===== src/rtl/bldc_pkg.sv =====
// bldc_pkg: shared definitions for the six-step BLDC commutation sequencer.
// It holds the FSM state encodings, the phase bit-order constants, the
// six-entry commutation table and the step-advance helper.
package bldc_pkg;

  typedef enum logic [2:0] {
    ST_IDLE  = 3'd0,
    ST_ALIGN = 3'd1,
    ST_RAMP  = 3'd2,
    ST_RUN   = 3'd3,
    ST_BRAKE = 3'd4
  } state_t;

  // Gate bit order: bit0 = phase A, bit1 = phase B, bit2 = phase C
  localparam logic [2:0] PH_NONE = 3'b000;
  localparam logic [2:0] PH_A    = 3'b001;
  localparam logic [2:0] PH_B    = 3'b010;
  localparam logic [2:0] PH_C    = 3'b100;
  localparam logic [2:0] PH_ALL  = 3'b111;

  typedef struct packed {
    logic [2:0] h;  // high-side gates
    logic [2:0] l;  // low-side gates
  } gate_pat_t;

  localparam gate_pat_t GATES_OFF = '{h: PH_NONE, l: PH_NONE};
  localparam gate_pat_t BRAKE_PAT = '{h: PH_NONE, l: PH_ALL};

  // Commutation table, one entry per step (high / low)
  localparam gate_pat_t COMM_0 = '{h: PH_A, l: PH_B};
  localparam gate_pat_t COMM_1 = '{h: PH_A, l: PH_C};
  localparam gate_pat_t COMM_2 = '{h: PH_B, l: PH_C};
  localparam gate_pat_t COMM_3 = '{h: PH_B, l: PH_A};
  localparam gate_pat_t COMM_4 = '{h: PH_C, l: PH_A};
  localparam gate_pat_t COMM_5 = '{h: PH_C, l: PH_B};

  function automatic gate_pat_t comm_pattern(input logic [2:0] step);
    gate_pat_t pat;
    case (step)
      3'd0:    pat = COMM_0;
      3'd1:    pat = COMM_1;
      3'd2:    pat = COMM_2;
      3'd3:    pat = COMM_3;
      3'd4:    pat = COMM_4;
      3'd5:    pat = COMM_5;
      default: pat = GATES_OFF;
    endcase
    return pat;
  endfunction

  // Next step modulo 6: dir = 0 counts up, dir = 1 counts down
  function automatic logic [2:0] step_advance(input logic [2:0] step, input logic dir);
    logic [2:0] nxt;
    if (dir) nxt = (step == 3'd0) ? 3'd5 : step - 3'd1;
    else     nxt = (step >= 3'd5) ? 3'd0 : step + 3'd1;
    return nxt;
  endfunction

endpackage


===== src/rtl/tick_prescaler.sv =====
// tick_prescaler: free-running divider producing a one-CLK tick enable every
// PRESC_MAX+1 cycles. A synchronous clear holds the count at zero.
module tick_prescaler #(
  parameter int PRESC_MAX = 1000
) (
  input  logic CLK,
  input  logic RST,
  input  logic clr,
  output logic tick
);

  localparam int CW = (PRESC_MAX > 0) ? $clog2(PRESC_MAX + 1) : 1;

  logic [CW-1:0] cnt_q;

  // Count 0..PRESC_MAX and wrap; clear wins over counting
  always_ff @(posedge CLK or posedge RST) begin
    if (RST) begin
      cnt_q <= '0;
    end else if (clr || (cnt_q == CW'(PRESC_MAX))) begin
      cnt_q <= '0;
    end else begin
      cnt_q <= cnt_q + CW'(1);
    end
  end

  assign tick = (cnt_q == CW'(PRESC_MAX));

endmodule


===== src/rtl/bldc_commutation_ctrl.sv =====
// bldc_commutation_ctrl: six-step BLDC commutation sequencer. A prescaler tick
// paces an ALIGN hold on step 0, then a period ramp from START_PER toward
// TARGET_PER, inserting DEAD_CYC all-off cycles before every new pattern.
// Define BLDC_BRAKE_EN to add the BRAKE input (all low-side gates on).
// ALIGN_TICKS must fit in PER_W bits; DEAD_CYC must be at least 1.
module bldc_commutation_ctrl
  import bldc_pkg::*;
#(
  parameter int PRESC_MAX   = 1000,
  parameter int PER_W       = 16,
  parameter int DEAD_CYC    = 8,
  parameter int ALIGN_TICKS = 500,
  parameter int RAMP_STEP   = 4
) (
  input  logic             CLK,
  input  logic             RST,
  input  logic             EN,
  input  logic             DIR,
`ifdef BLDC_BRAKE_EN
  input  logic             BRAKE,
`endif
  input  logic [PER_W-1:0] START_PER,
  input  logic [PER_W-1:0] TARGET_PER,
  output logic [2:0]       GATE_H,
  output logic [2:0]       GATE_L,
  output logic [2:0]       STEP,
  output logic             AT_SPEED,
  output logic             BUSY
);

  localparam int DW = (DEAD_CYC > 0) ? $clog2(DEAD_CYC + 1) : 1;

  state_t           state_q, state_d;
  logic [PER_W-1:0] tick_cnt_q, tick_cnt_d;
  logic [PER_W-1:0] cur_per_q, cur_per_d;
  logic [DW-1:0]    dead_q, dead_d;
  logic [2:0]       step_q, step_d;
  gate_pat_t        gates_q, gates_d, hold_pat;
  logic             at_speed_q, busy_q;
  logic             tick, brake_req, align_done, period_done;
  logic [PER_W-1:0] eff_target, start_eff, per_ramped;

`ifdef BLDC_BRAKE_EN
  assign brake_req = BRAKE;
`else
  assign brake_req = 1'b0;
`endif

  // Period 0 would never end a step, so both period inputs floor at 1
  assign eff_target = (TARGET_PER == '0) ? PER_W'(1) : TARGET_PER;
  assign start_eff  = (START_PER  == '0) ? PER_W'(1) : START_PER;

  // Move cur_per toward eff_target by at most RAMP_STEP
  function automatic logic [PER_W-1:0] ramp_toward(input logic [PER_W-1:0] cur,
                                                   input logic [PER_W-1:0] tgt);
    logic [PER_W-1:0] diff, lim;
    lim = PER_W'(RAMP_STEP);
    if (cur > tgt) begin
      diff = cur - tgt;
      return cur - ((diff > lim) ? lim : diff);
    end else begin
      diff = tgt - cur;
      return cur + ((diff > lim) ? lim : diff);
    end
  endfunction

  assign per_ramped = ramp_toward(cur_per_q, eff_target);

  tick_prescaler #(.PRESC_MAX(PRESC_MAX)) u_presc (
    .CLK  (CLK),
    .RST  (RST),
    .clr  ((state_q == ST_IDLE) || !EN),
    .tick (tick)
  );

  assign align_done  = (state_q == ST_ALIGN) && tick &&
                       (tick_cnt_q == PER_W'(ALIGN_TICKS - 1));
  assign period_done = ((state_q == ST_RAMP) || (state_q == ST_RUN)) && tick &&
                       (tick_cnt_q == cur_per_q - PER_W'(1));

  // State register
  always_ff @(posedge CLK or posedge RST) begin
    // NOTE: clocked state uses non-blocking assignments so every register
    // samples pre-edge values regardless of block evaluation order.
    if (RST) state_q <= ST_IDLE;
    else     state_q <= state_d;
  end

  // Next-state logic: EN low always wins, brake beats a pending step end
  always_comb begin
    // NOTE: default assignment first, so no path through the block leaves
    // state_d unassigned and infers a latch.
    state_d = state_q;
    if (!EN) begin
      state_d = ST_IDLE;
    end else begin
      case (state_q)
        ST_IDLE:  state_d = ST_ALIGN;
        ST_ALIGN: begin
          if (brake_req)       state_d = ST_BRAKE;
          else if (align_done) state_d = ST_RAMP;
        end
        ST_RAMP, ST_RUN: begin
          if (brake_req)        state_d = ST_BRAKE;
          else if (period_done) state_d = (per_ramped == eff_target) ? ST_RUN : ST_RAMP;
        end
`ifdef BLDC_BRAKE_EN
        ST_BRAKE: if (!brake_req) state_d = ST_IDLE;
`endif
        default:  state_d = ST_IDLE;
      endcase
    end
  end

  // Output/datapath logic: step advance, period ramp and dead-time sequencing
  always_comb begin
    tick_cnt_d = tick_cnt_q;
    cur_per_d  = cur_per_q;
    dead_d     = dead_q;
    step_d     = step_q;
    gates_d    = gates_q;
    hold_pat   = (state_q == ST_BRAKE) ? BRAKE_PAT : comm_pattern(step_q);

    // Dead-time countdown; the pending pattern appears as it expires
    if (dead_q != '0) begin
      dead_d = dead_q - DW'(1);
      if (dead_q == DW'(1)) gates_d = hold_pat;
    end

    if (state_d == ST_IDLE) begin
      tick_cnt_d = '0;
      cur_per_d  = '0;
      dead_d     = '0;
      step_d     = 3'd0;
      gates_d    = GATES_OFF;
    end else begin
      case (state_q)
        // Leaving all-off cannot shoot through, so step 0 drives at once
        ST_IDLE: begin
          tick_cnt_d = '0;
          dead_d     = '0;
          step_d     = 3'd0;
          gates_d    = comm_pattern(3'd0);
        end
        ST_ALIGN, ST_RAMP, ST_RUN: begin
          if (state_d == ST_BRAKE) begin
            gates_d = GATES_OFF;
            dead_d  = DW'(DEAD_CYC);
          end else if (align_done || period_done) begin
            tick_cnt_d = '0;
            step_d     = step_advance(step_q, DIR);
            gates_d    = GATES_OFF;
            dead_d     = DW'(DEAD_CYC);
            cur_per_d  = (state_q == ST_ALIGN) ? start_eff : per_ramped;
          end else if (tick) begin
            tick_cnt_d = tick_cnt_q + PER_W'(1);
          end
        end
        default: ;
      endcase
    end
  end

  // Datapath and output registers; reset forces all gates off asynchronously
  always_ff @(posedge CLK or posedge RST) begin
    if (RST) begin
      tick_cnt_q <= '0;
      cur_per_q  <= '0;
      dead_q     <= '0;
      step_q     <= 3'd0;
      gates_q    <= GATES_OFF;
      at_speed_q <= 1'b0;
      busy_q     <= 1'b0;
    end else begin
      tick_cnt_q <= tick_cnt_d;
      cur_per_q  <= cur_per_d;
      dead_q     <= dead_d;
      step_q     <= step_d;
      gates_q    <= gates_d;
      at_speed_q <= (state_d == ST_RUN);
      busy_q     <= (state_d != ST_IDLE);
    end
  end

  assign GATE_H   = gates_q.h;
  assign GATE_L   = gates_q.l;
  assign STEP     = step_q;
  assign AT_SPEED = at_speed_q;
  assign BUSY     = busy_q;

endmodule


===== config.mk =====
export PLATFORM = sky130hd
export DESIGN_NAME = bldc_commutation_ctrl
export DESIGN_NICKNAME = d
export VERILOG_FILES = /design/src/rtl/bldc_pkg.sv /design/src/rtl/tick_prescaler.sv /design/src/rtl/bldc_commutation_ctrl.sv
export SDC_FILE = /design/constraint.sdc
export NUM_CORES = 1
export LEC_CHECK = 0
export CAP_MARGIN = 5
export CORE_AREA = 3 3 142 144
export DETAILED_ROUTE_END_ITERATION = 10
export DIE_AREA = 0 0 145 147
export SLEW_MARGIN = 10
export SYNTH_ARGS = -nofsm -noshare
export SYNTH_HDL_FRONTEND = slang
export SYNTH_SLANG_ARGS = --single-unit

===== constraint.sdc =====
create_clock -name CLK -period 12.3 [get_ports CLK]
set_clock_uncertainty 0.15 [all_clocks]
set_input_delay 1.845 -clock CLK [delete_from_list [all_inputs] [get_ports CLK]]
set_output_delay 1.845 -clock CLK [all_outputs]
set_load 0.02 [all_outputs]

==> reports/results.tsv, run 1 <==
metric	value	unit
H-tree levels	3	
crit-path max FO	16	
post_cts resized	0	
number of max-cap violations	0	
critical setup path kind	primary input to register	
hold_sp	u_presc.cnt_q[0]	
Post-Layout Cell Count	1144	
cts hold-fix bufs	0	
Synthesized Nets	977	
Comb pwr share	0.156	
Root Driver	clkbuf_16	
initial antenna violation count	0	
Final ANT Viol Nets	0	
pin count of the biggest net entering global routing	61	
Rows	50	
DRT Pass-1 Iters	5	
Crit path required time	12.35	ns
number of global-route vias before repair	6095	
endpoints failing setup	0	
critical path's largest stage delay	0.72	ns
Bufs and invs on worst path	2	
io pins	47	
Critical-path top delay cell	nor4_4	
clk slew on worst S/H paths	0.05	ns
Clk network pwr share	0.474	
fin. max-slew vios	0	
Nets	982	
Worst-Margin Slew	0.9203	ns
Ys Warns	0	
fmax	110.2	MHz
overall global routing resource usage	0.1923	
fraction of layout cells with a size suffix above 1	0.04299	
switching power	141.6	uW
die height	147	um
Setup TNS	0	ns
Hold Slack	0.3691	ns
Num CTS Buffers	9	
most frequent cells in the layout	104 x nor2_1, 65 x a21oi_1, 64 x ha_1, 61 x nand2_1, 60 x dfrtp_1	
GP Congestion	0.9620	
P_int	399.7	uW
clock buffer depth	2	
Primary FF master, synth	dfrtp_1	
EDFF count, synth	0	
sequential fraction of design power	0.370	
#FFs+latches synth	60	
routed wire length per instance	18.14	um
Die Span X	145	um
via total after detailed routing	6415	
Total Wirelength	20750	um
clk_lat worst skew	0.33	ns
crit path from	TARGET_PER[8]	
leak pwr	3.255	nW
Worst setup SP type	primary input	
sequential fraction of the synthesis area	0.2211	
Peak VDD IR	0.06914	mV
n_diodes	0	
Synth async-reset ratio	1.000	
port bufs	46	
CTS tree	built	
initial DRC count	613	
vias per cell	5.608	
mapped cell area	6790	sq um
Period Utilization, post-route	0.7378	
Final min period	9.074	ns
Die Area	21320	sq um
first-pass GRT wire length	33190	um
R2R Path Start	cur_per_q[0]	
gr ovfl total	0	
unrepaired setup endpoints after global routing	no	
number of hold violations in the final report	0	
Final HPWL DP	16020	um
Core ar.	18830	sq um
Synth Instances	874	
post-CTS setup buffer count	0	
normalized max-slew margin	0.3847	
PD cells	70.67	nW/um^2
DRC	0	
Inst Count DP	1128	
Sink Count	60	
worst path arrival time	9.13	ns
Area growth syn-to-layout	12.81	%
Setup crit end kind	register	
Sw Share	0.2616	
leading cell type in the layout, fill and taps excluded	nor2_1	
syn avg cell area	7.769	sq um
delay-heaviest family, CP	compound AO/OA/AOI/OAI gates	
Netlist cell types	80	
status	complete, no violations	
Initial Util	0.3606	
Hold Path Class	register to register	
[metrics by stage]
stage	util	area, sq um	setup slack (ns)	total power, mW
after floorplan	-	6790	4.829	0.2562
after global placement	0.3906	7356	3.306	0.2875
after detailed placement	0.3906	7356	3.049	0.2870
after CTS	0.4068	7660	3.337	0.5462
after global routing	0.4068	7660	2.632	0.5652
final	0.4068	7660	3.226	0.5413
[final cells by class]
| class | instances | area, sq um |
|---|---|---|
| clock inverter | 4 | 47.55 |
| fill | 1928 | 11170 |
| clock buffer | 12 | 256.5 |
| timing repair buffer | 49 | 483.0 |
| sequential | 60 | 1501 |
| inverter | 57 | 214.0 |
| multi-input combinational | 702 | 4832 |
| tap | 260 | 325.3 |
[worst paths after layout]
path | cells after the start | to | slack [ns]
worst max-delay path | 27 | state_q[0] | 3.23
worst min-delay path | 1 | u_presc.cnt_q[0] | 0.37
worst max register to register | 24 | state_q[0] | 5.25
worst min register to register | 1 | u_presc.cnt_q[0] | 0.37
max in group asynchronous | 3 | cur_per_q[12] | 9.57
min in group asynchronous | 3 | u_presc.cnt_q[1] | 1.92
[worst register-to-register path, cell delays in order, from the launching register on]
cell and delay (ns):
dfrtp_1 0.56, inv_1 0.15, ha_1 0.25, fa_1 0.44, nand2b_1 0.19, a21oi_1 0.35
o211ai_1 0.25, o21ai_0 0.24, xor2_1 0.14, nor4_4 0.72, nand2b_1 0.13, ha_1 0.32
xor2_1 0.19, a22oi_1 0.16, ha_1 0.30, o21ai_0 0.21, o21bai_1 0.12, a21boi_0 0.44
o211a_1 0.26, o21ai_0 0.16, a2111oi_0 0.43, a311o_1 0.23, xnor3_1 0.22, a21oi_1 0.20
a21oi_1 0.10
[state kept, by name, indices dropped and copies added (netlist names)]
| name | cells |
|---|---|
| BUSY | 1 |
| AT_SPEED | 1 |
| dead_q | 4 |
| tick_cnt_q | 16 |
| GATE_H | 3 |
| u_presc.cnt_q | 10 |
| state_q | 3 |
| GATE_L | 3 |
| cur_per_q | 16 |
| STEP | 3 |
[Yosys cell counts, types with 5 or more instances]
library cell | count | share of area
a211oi_1 | 8 | 0.0088
a21o_1 | 13 | 0.014
a21oi_1 | 65 | 0.048
a22oi_1 | 5 | 0.0055
a31oi_1 | 12 | 0.011
a41oi_1 | 6 | 0.0077
and2_1 | 8 | 0.0074
and3_1 | 5 | 0.0046
buf_2 | 11 | 0.0081
clkbuf_1 | 39 | 0.022
dfrtp_1 | 60 | 0.22
ha_1 | 64 | 0.12
inv_1 | 56 | 0.031
mux2i_1 | 16 | 0.024
nand2_1 | 61 | 0.034
nand2b_1 | 15 | 0.014
nand3_1 | 27 | 0.020
nand4_1 | 9 | 0.0083
nor2_1 | 104 | 0.057
nor2b_1 | 8 | 0.0074
nor3_1 | 20 | 0.015
nor4_1 | 18 | 0.017
o211ai_1 | 5 | 0.0055
o21a_1 | 7 | 0.0077
o21ai_0 | 33 | 0.024
o21ai_1 | 5 | 0.0037
or3_1 | 10 | 0.0092
xnor2_1 | 46 | 0.059
xor2_1 | 38 | 0.049
[per-layer routing]
metal,vias to the layer above,GRT usage,part of all wire
li1,3124,-,-
met1,2990,0.2562,0.45
met2,252,0.3148,0.46
met3,49,0.03177,0.061
met4,0,0.07268,0.033
met5,-,0,0
[power groups by stage]
| stage | Clock [mW] | Combinational [mW] | Sequential (mW) |
|---|---|---|---|
| finish | 0.256 | 0.0845 | 0.200 |
| global route | 0.273 | 0.0919 | 0.200 |
| CTS | 0.262 | 0.0837 | 0.200 |
| global placement | 0 | 0.0838 | 0.204 |
| floorplan | 0 | 0.0523 | 0.204 |
| detailed placement | 0 | 0.0833 | 0.204 |
[kinds of logic after synthesis]
family | Yosys count | share of synthesized area
and+or+nand+nor | 313 | 0.2289
AOI/OAI and AO/OA | 217 | 0.2152
buffers and inverters | 112 | 0.06725
xor gates and xnor gates | 85 | 0.1117
adders and majority gates | 67 | 0.1268
DFF | 60 | 0.2211
muxes | 19 | 0.02856
other | 1 | 0.0005523
Note: power is estimated with default switching activity, not from simulation.
==> run 2: changes to the inputs <==
Clock period 12.3 ns to 8.6 ns, I/O delays scaled along.
==> reports/results.tsv, run 2 (same netlist as run 1, synthesis figures left out) <==
metric	value	unit	change
vias per cell	5.497		was 5.608
pin count of the biggest net entering global routing	61		unchanged
initial DRC count	381		was 613
Hold Crit Endpoint	u_presc.cnt_q[0]		unchanged
most frequent CP cell	a21oi_1		
die height	147	um	unchanged
Worst setup SP type	primary input		unchanged
crit path from	TARGET_PER[2]		was TARGET_PER[8]
Period Utilization, post-route	0.9287		
Final min period	7.987	ns	
Die Area	21320	sq um	unchanged
DRC	0		unchanged
leading cell type in the layout, fill and taps excluded	nor2_1		unchanged
fraction of layout cells with a size suffix above 1	0.06020		was 0.04299
Initial Util	0.3606		unchanged
Core ar.	18830	sq um	unchanged
status	complete, no violations		unchanged
Crit path required time	8.70	ns	was 12.35 ns
cts hold-fix bufs	0		unchanged
Total Wirelength	20980	um	was 20750 um
Worst-Margin Slew	0.9466	ns	was 0.9203 ns
port bufs	46		unchanged
reg2reg setup slack	1.78	ns	was 5.25 ns
Hold Path Cell Cnt	1		unchanged
post-CTS setup buffer count	0		unchanged
top flop regs	cur_per_q x16, tick_cnt_q x16, u_presc.cnt_q x10		unchanged
Peak VDD IR	0.1167	mV	was 0.06914 mV
unrepaired setup endpoints after global routing	no		unchanged
critical path's largest stage delay	0.56	ns	was 0.72 ns
routed wire length per instance	18.13	um	was 18.14 um
Nets	997		was 982
number of global-route vias before repair	6053		was 6095
switching power	199.9	uW	was 141.6 uW
Area growth syn-to-layout	14.30	%	was 12.81%
most frequent cells in the layout	104 x nor2_1, 65 x a21oi_1, 64 x ha_1, 61 x nand2_1, 60 x dfrtp_1		unchanged
fin. max-slew vios	0		unchanged
overall global routing resource usage	0.1924		was 0.1923
Die Span X	145	um	unchanged
GP Congestion	0.9417		was 0.9620
Setup crit end kind	register		unchanged
Crit Reg-Reg Endpoint	state_q[0]		unchanged
Clk network pwr share	0.450		was 0.474
Sink Count	60		unchanged
crit-path max FO	6		was 16
Num CTS Buffers	9		unchanged
worst reg-to-reg path cell count	21		was 24
endpoints failing setup	0		unchanged
number of hold violations in the final report	0		unchanged
PD cells	96.72	nW/um^2	was 70.67 nW/um^2
final instance area	7761	sq um	was 7660 sq um
leak pwr	3.331	nW	was 3.255 nW
first-pass GRT wire length	33260	um	was 33190 um
R2R Path Start	cur_per_q[8]		was cur_per_q[0]
CTS tree	built		unchanged
worst path arrival time	8.09	ns	was 9.13 ns
Final ANT Viol Nets	0		unchanged
io pins	47		unchanged
Comb pwr share	0.168		was 0.156
number of max-cap violations	0		unchanged
clock buffer depth	2		unchanged
Final HPWL DP	16120	um	was 16020 um
Setup TNS	0	ns	unchanged
clk_lat worst skew	0.33	ns	about the same
sequential fraction of design power	0.382		was 0.370
critical setup path kind	primary input to register		unchanged
area of placed instances	7468	sq um	was 7356 sq um
DRT Pass-1 Iters	5		unchanged
Critical-path top delay cell	clkdlybuf4s50_1		was nor4_4
Sw Share	0.2663		was 0.2616
normalized max-slew margin	0.3672		was 0.3847
gr ovfl total	0		unchanged
post_cts resized	0		unchanged
Hold Slack	0.3622	ns	was 0.3691 ns
initial antenna violation count	0		unchanged
Hold Path Class	register to register		unchanged
n_diodes	0		unchanged
hold_sp	u_presc.cnt_q[0]		unchanged
P_int	550.8	uW	was 399.7 uW
fmax	125.2	MHz	
Rows	50		unchanged
H-tree levels	3		unchanged
Root Driver	clkbuf_16		unchanged
clk slew on worst S/H paths	0.05	ns	about the same
via total after detailed routing	6360		was 6415
run 2: cell types whose count changed in the layout (fill, tap and decap cells not counted):
| cell | delta |
|---|---|
| clkdlybuf4s50_1 | -1 |
| a41oi_1 | -1 |
| dlymetal6s2s_1 | +1 |
| clkbuf_8 | +1 |
| bufinv_16 | -1 |
| clkbuf_1 | -1 |
| nor4_2 | +1 |
| a41oi_2 | +1 |
| buf_4 | +15 |
| nor4_1 | -1 |
| clkinvlp_4 | -1 |
run 2: cell type report:
class                   count  area, sq um
fillers                  1922        11070
inverters                  57        214.0
repair buffers             64        598.1
clock inverters             2        10.01
flip-flops and latches     60         1501
clock buffers              12        266.5
multi-input cells         702         4846
well taps                 260        325.3
run 2: power groups by stage:
stage | combinational [mW] | sequential (mW) | clock (mW)
floorplan | 0.0747 | 0.292 | 0
global placement | 0.125 | 0.291 | 0
detailed placement | 0.124 | 0.291 | 0
CTS | 0.125 | 0.287 | 0.347
global route | 0.137 | 0.287 | 0.360
finish | 0.126 | 0.287 | 0.338
run 2: how the worst max path moves through the flow:
stage / end / slack [ns] / cells after the start
floorplan: state_q[0] / 1.68 / 27
global placement: state_q[0] / 0.15 / 26
detailed placement: AT_SPEED / 0.10 / 26
CTS: AT_SPEED / 0.43 / 26
global route: state_q[0] / 0.05 / 26
finish: state_q[0] / 0.61 / 26
run 2: per-layer routing:
layer / wire length (um) / vias to the layer above / global-route usage
li1: - / 3147 / -
met1: 9892 / 3013 / 0.2617
met2: 9676 / 163 / 0.3209
met3: 797 / 37 / 0.02190
met4: 612 / 0 / 0.06223
met5: 0 / - / 0
run 2: critical path, delay by kind of cell:
| family | cells | cell delay (ns) |
|---|---|---|
| XOR/XNOR | 1 | 0.18 |
| adder cells (fa/ha/maj) | 4 | 1.16 |
| AND/OR/NAND/NOR | 9 | 2.47 |
| AO/OA/AOI/OAI | 10 | 2.31 |
| buffers and inverters | 2 | 0.66 |
run 2: per-stage QoR:
stage	worst slack, ns	cells	power, mW	util
2_1_floorplan	1.684	874	0.3664	-
6_report	0.6134	1157	0.7507	0.4122
4_1_cts	0.4258	1157	0.7587	0.4113
3_3_place_gp	0.1454	1143	0.4164	0.3966
3_5_place_dp	0.1030	1143	0.4155	0.3966
5_1_grt	0.05007	1157	0.7838	0.4122
==> run 3: changes to the inputs <==
Settings changed: ABC_CLOCK_PERIOD_IN_PS set to 8600, CAP_MARGIN 5 to 0.
==> results of run 3 <==
Same layout as run 2: the final DEF is identical, and so are final timing and power.
